<file path="src/rtl/lsu_initiator.sv">
// Load/store initiator: one request at a time, one memory access cycle, registered response.
// Optional macro LSU_MISALIGN_TRAP_EN rejects misaligned half/word accesses instead of issuing them.
module lsu_initiator #(
  parameter int XLEN = 32
) (
  input  logic            clk,
  input  logic            rst,
  input  logic            req_valid,
  output logic            req_ready,
  input  logic            req_we,
  input  logic [1:0]      req_size,
  input  logic            req_signed,
  input  logic [XLEN-1:0] req_addr,
  input  logic [XLEN-1:0] req_wdata,
  output logic            resp_valid,
  input  logic            resp_ready,
  output logic [XLEN-1:0] resp_rdata,
  output logic            resp_err,
  output logic [1:0]      Mren,
  output logic [1:0]      Mwen,
  output logic [XLEN-1:0] raddr,
  output logic [XLEN-1:0] waddr,
  output logic [XLEN-1:0] wdata,
  input  logic [XLEN-1:0] rdata
);

  typedef enum logic [1:0] {S_IDLE, S_ACCESS, S_RESP} state_e;

  state_e            state_q, state_d;
  logic              we_q, we_d;
  logic [1:0]        size_q, size_d;
  logic              signed_q, signed_d;
  logic [XLEN-1:0]   addr_q, addr_d;
  logic [XLEN-1:0]   wdata_q, wdata_d;
  logic [XLEN-1:0]   rdata_q, rdata_d;
  logic              err_q, err_d;

  logic              reject_new;
  logic [XLEN-1:0]   load_ext;
  logic [XLEN-1:0]   store_masked;
  logic              in_access;

  // Rejection is decided on the incoming request so a rejected request never reaches ACCESS.
  always_comb begin
    reject_new = (req_size == 2'b00);
`ifdef LSU_MISALIGN_TRAP_EN
    if (req_size == 2'b10 && req_addr[0])
      reject_new = 1'b1;
    if (req_size == 2'b11 && req_addr[1:0] != 2'b00)
      reject_new = 1'b1;
`endif
  end

  always_comb begin
    load_ext = rdata;
    case (size_q)
      2'b01:   load_ext = {{(XLEN-8){signed_q & rdata[7]}}, rdata[7:0]};
      2'b10:   load_ext = {{(XLEN-16){signed_q & rdata[15]}}, rdata[15:0]};
      default: load_ext = rdata;
    endcase
  end

  always_comb begin
    store_masked = wdata_q;
    case (size_q)
      2'b01:   store_masked = {{(XLEN-8){1'b0}}, wdata_q[7:0]};
      2'b10:   store_masked = {{(XLEN-16){1'b0}}, wdata_q[15:0]};
      default: store_masked = wdata_q;
    endcase
  end

  always_comb begin
    state_d    = state_q;
    we_d       = we_q;
    size_d     = size_q;
    signed_d   = signed_q;
    addr_d     = addr_q;
    wdata_d    = wdata_q;
    rdata_d    = rdata_q;
    err_d      = err_q;
    req_ready  = 1'b0;
    resp_valid = 1'b0;

    case (state_q)
      S_IDLE: begin
        req_ready = 1'b1;
      end
      S_ACCESS: begin
        rdata_d = we_q ? '0 : load_ext;
        err_d   = 1'b0;
        state_d = S_RESP;
      end
      S_RESP: begin
        resp_valid = 1'b1;
        req_ready  = resp_ready;
        if (resp_ready)
          state_d = S_IDLE;
      end
      default: state_d = S_IDLE;
    endcase

    // Accepting in RESP overrides the IDLE return, giving back-to-back operation.
    if (req_valid && req_ready) begin
      we_d     = req_we;
      size_d   = req_size;
      signed_d = req_signed;
      addr_d   = req_addr;
      wdata_d  = req_wdata;
      if (reject_new) begin
        err_d   = 1'b1;
        rdata_d = '0;
        state_d = S_RESP;
      end else begin
        state_d = S_ACCESS;
      end
    end
  end

  always_ff @(posedge clk) begin
    if (rst) begin
      state_q  <= S_IDLE;
      we_q     <= 1'b0;
      size_q   <= 2'b00;
      signed_q <= 1'b0;
      addr_q   <= '0;
      wdata_q  <= '0;
      rdata_q  <= '0;
      err_q    <= 1'b0;
    end else begin
      state_q  <= state_d;
      we_q     <= we_d;
      size_q   <= size_d;
      signed_q <= signed_d;
      addr_q   <= addr_d;
      wdata_q  <= wdata_d;
      rdata_q  <= rdata_d;
      err_q    <= err_d;
    end
  end

  assign in_access  = (state_q == S_ACCESS);
  assign Mren       = (in_access && !we_q && !rst) ? size_q : 2'b00;
  assign Mwen       = (in_access &&  we_q && !rst) ? size_q : 2'b00;
  assign raddr      = (in_access && !we_q) ? addr_q : '0;
  assign waddr      = (in_access &&  we_q) ? addr_q : '0;
  assign wdata      = (in_access &&  we_q) ? store_masked : '0;
  assign resp_rdata = rdata_q;
  assign resp_err   = err_q;

endmodule

</file>
<file path="config.mk">
export PLATFORM = sky130hd
export DESIGN_NAME = lsu_initiator
export DESIGN_NICKNAME = d
export VERILOG_FILES = /design/src/rtl/lsu_initiator.sv
export SDC_FILE = /design/constraint.sdc
export NUM_CORES = 1
export LEC_CHECK = 0
export CAP_MARGIN = 20
export CORE_AREA = 2 2 184 96
export CTS_CLUSTER_DIAMETER = 100
export DETAILED_ROUTE_END_ITERATION = 7
export DIE_AREA = 0 0 186 98
export SLEW_MARGIN = 25
export SYNTH_ARGS = -nofsm -noshare
export SYNTH_HDL_FRONTEND = slang
export SYNTH_SLANG_ARGS = --single-unit
export TNS_END_PERCENT = 5
</file>
<file path="constraint.sdc">
create_clock -name clk -period 1.6 [get_ports clk]
set_input_delay 0.32 -clock clk [delete_from_list [all_inputs] [get_ports clk]]
set_output_delay 0.32 -clock clk [all_outputs]
set_load 0.05 [all_outputs]
</file>
==> results_dict.tcl <==
set metrics [dict create \
    grtUsageTotal_pct 21.4 \
    hpwl_um 13800 \
    grt.overflow.total 0 \
    path_buf_inv 3 \
    grt_max_degree 61 \
    coreArea_sq_mm 0.0168 \
    wirelength_um 19600 \
    period_needed_ns 1.93 \
    slew-limit-headroom_pct 71.6 \
    cpMostUsedCell "buf_12" \
    dpl_worst_slack_ns -0.356 \
    rsz0062_at_grt "true" \
    synth_top_family_by_area "simple AND/OR/NAND/NOR gates" \
    synth_area_sq_mm 0.00490 \
    drtIter0Drc 288 \
    path_cells "and3b_2, buf_4, buf_12, and2_1, buf_12" \
    synth_compound_area_share_pct 21.2 \
    cp-end-kind "output port" \
    p_comb_share_pct 22.9 \
    clock_latency_ns 0.34 \
    clkPwrFrac_pct 32.8 \
    synth-xor-area-share_pct 0 \
    power_density_mw_per_mm2 675 \
    yosys.area_share.adder_pct 0.511 \
    viasPerCell 5.04 \
    drt-wirelength-per-cell_um 18.3 \
    timing.hold.ws_ns 0.396 \
    antenna_found_initial 2 \
    worstHoldPathType "primary input to flop" \
    cts_hold_repair.buffers 0 \
    arrival_ns 1.61 \
    critical_path_required_ns 1.28 \
    critical_path.top_delay_family "buffers and inverters" \
    area_growth_pct 91.4 \
    p_leak_uw 0.00359 \
    layout.cells.non_filler 1071 \
    grt_pass1_vias 5417 \
    synth_edf_count 0 \
    h-tree-depth 3 \
    whs_endpoint "size_q[1]$_SDFFE_PP0N_" \
    rows 34 \
    rr_worst_depth 6 \
    synth_warnings 0 \
    gp_congestion 0.890 \
    setup_ws_ns -0.326 \
    hold_viol 0 \
    yosys.area.top_type "dfxtp_1" \
    p_sw_share_pct 28.7 \
    chipHeight_um 98 \
    crit_fanout 19 \
    final_layout_size_suffix_gt1_share_pct 39.1 \
    dr.pass1.iters 4 \
    synth_simple_gate_area_share_pct 25.8 \
    cts_tree "done" \
    synthesis.nets 713 \
    period_share_pct 120 \
    synth_top_area_share_pct 42.1 \
    power_uw 6330 \
    synthCells 607 \
    synth_seq_cells 103 \
    path_clk_slew_ns 0.07 \
    synth_cell_types 33 \
    finalSetupViolations 101 \
    clockRootBuffer "clkbuf_16" \
    yosys_most_used_dff "dfxtp_1" \
    die_w_um 186 \
    route.detailed.drc 0 \
    muxShareOfSynthArea_pct 3.68 \
    crit_type "flop to output port" \
    violations "setup timing" \
    max_freq_mhz 519 \
    portBuffers 238 \
    r2r_slack_ns 0 \
    hp-start "rst" \
    min_path_cells 3 \
    synth_area_per_cell_sq_um 8.07 \
    final_antenna_net_count 0 \
    clkSinkCount 103 \
    netSwitchingPower_uw 1820 \
    ios 239 \
    layout.nets 938 \
    cts_made_buffers 9 \
    finClkSkew_ns 0.00486 \
    ys_async_sr_fraction_pct 0 \
    p_seq_share_pct 44.3 \
    clk_path_buf_depth 2 \
    cp-start-kind "flop" \
    worst_slew_pin_slew_ns 0.425 \
    r2r-end "resp_rdata[17]$_SDFF_PP0_" \
    critPathSlowestCell "dfxtp_2" \
    dp_cells 1047 \
    synth.yosys.seq_area_share_pct 42.1 \
    cap_viol_max_count 0 \
    dieArea_sq_mm 0.0182 \
    status "complete, but fails checks" \
    vias 5402 \
    internal_power_uw 4510 \
    fill_cells 1480 \
    regToRegStartpoint "size_q[0]$_SDFFE_PP0N_" \
    grt_pass1_wl_um 30300 \
    critical_path.max_stage_delay_ns 0.37 \
    start_util_pct 29.2 \
    ir_drop_v 0.000479 \
    finalMaxSlewViolations 0 \
    synth_area_leaders "dfxtp_1 (42%), and2_1 (10%), a21oi_1 (8.7%), o21ai_0 (7.7%), nand3_1 (7.0%)" \
    utilization_pct 55.8 \
]
## through the flow
step	TNS, ns	instance area (sq um)
after floorplan	-6.42	5020
after global placement	-10.65	8670
after detailed placement	-14.61	8670
after CTS	-28.86	9330
after global routing	-33.46	9370
final	-27.11	9380
## power by group through the flow
stage | Combinational [uW] | Sequential, uW | Clock, uW
finish | 1450 | 2810 | 2070
detailed placement | 1350 | 2850 | 0
global route | 1550 | 2830 | 2250
global placement | 1330 | 2850 | 0
CTS | 1440 | 2810 | 2140
floorplan | 636 | 2920 | 0
## cells in the mapped netlist (all sizes together) (2+ instances only)
master,n
o21ai,76
and2,80
nand2b,6
nor2,20
o21a,9
and3,16
inv,2
buf,25
clkbuf,43
nand3,69
nand2,18
a32oi,16
dfxtp,103
nor3,2
a21oi,85
mux2,16
nand3b,8
nor2b,3
ha,2
## worst max-delay path by stage
stage	start	endpoint	slack, ns	depth (start not counted)
2_1_floorplan	state_q[1]$_SDFFE_PP0P_	Mren[0]	-0.17	4
3_3_place_gp	resp_ready	req_ready	-0.32	5
3_5_place_dp	resp_ready	req_ready	-0.36	5
4_1_cts	state_q[1]$_SDFFE_PP0P_	waddr[14]	-0.33	5
5_1_grt	state_q[1]$_SDFFE_PP0P_	waddr[12]	-0.37	5
6_report	state_q[1]$_SDFFE_PP0P_	waddr[12]	-0.33	5
## sequential cells by signal (all words and copies together) (netlist names)
register,flops
addr_q,32
resp_rdata,32
wdata_q,32
size_q,2
state_q,2
resp_err,1
signed_q,1
we_q,1
## kinds of logic after synthesis
kind of cell	after synthesis
AOI/OAI and AO/OA	189
DFF	103
muxes	16
adders and majority gates	2
buffers and inverters	70
and+or+nand+nor	227
## worst register-to-register path: stages (launching register included)
cell and delay, ns:
dfxtp_2 0.33, inv_2 0.05, ha_4 0.34, buf_4 0.16, mux2_2 0.35, a32oi_2 0.21
nor2_1 0.06
## placed cells by master, fill, tap and decap left out, types with 17 or more instances in the layout
cell             netlist  routed
a21oi_1               85      85
and2_4                 0      75
buf_12                 0     114
buf_4                  6      61
clkdlybuf4s50_1        0     102
dfxtp_1              103      98
nand2_1               18      17
nand3_1               69      69
nor2_1                20      17
o21ai_0               75      75
## layout make-up
cell class | count | area (sq um) | area share [%]
timing repair buffer | 282 | 3840 | 41.0
multi-input combinational | 434 | 2880 | 30.8
sequential | 103 | 2070 | 22.1
tap | 234 | 293 | 3.12
clock buffer | 11 | 243 | 2.59
clock inverter | 4 | 31.3 | 0.334
inverter | 2 | 7.51 | 0.0801
antenna | 1 | 2.50 | 0.0267
## per-layer routing
layer  vias up  part of all wire, %  global-route usage [%]
met5         -                0.066                       0
met4         2                 0.75                    3.45
met3        16                  9.6                    7.94
met2       201                   45                    33.6
met1      2617                   45                    28.4
li1       2566                    -                       -
## repair_timing
action                     CTS  global route
resized for setup           96            11
setup buffers                6             0
pin swaps                   39             8
cloned                       2             0
setup endpoints to repair  118           120
No activity file was read; power rests on OpenSTA's default activity.
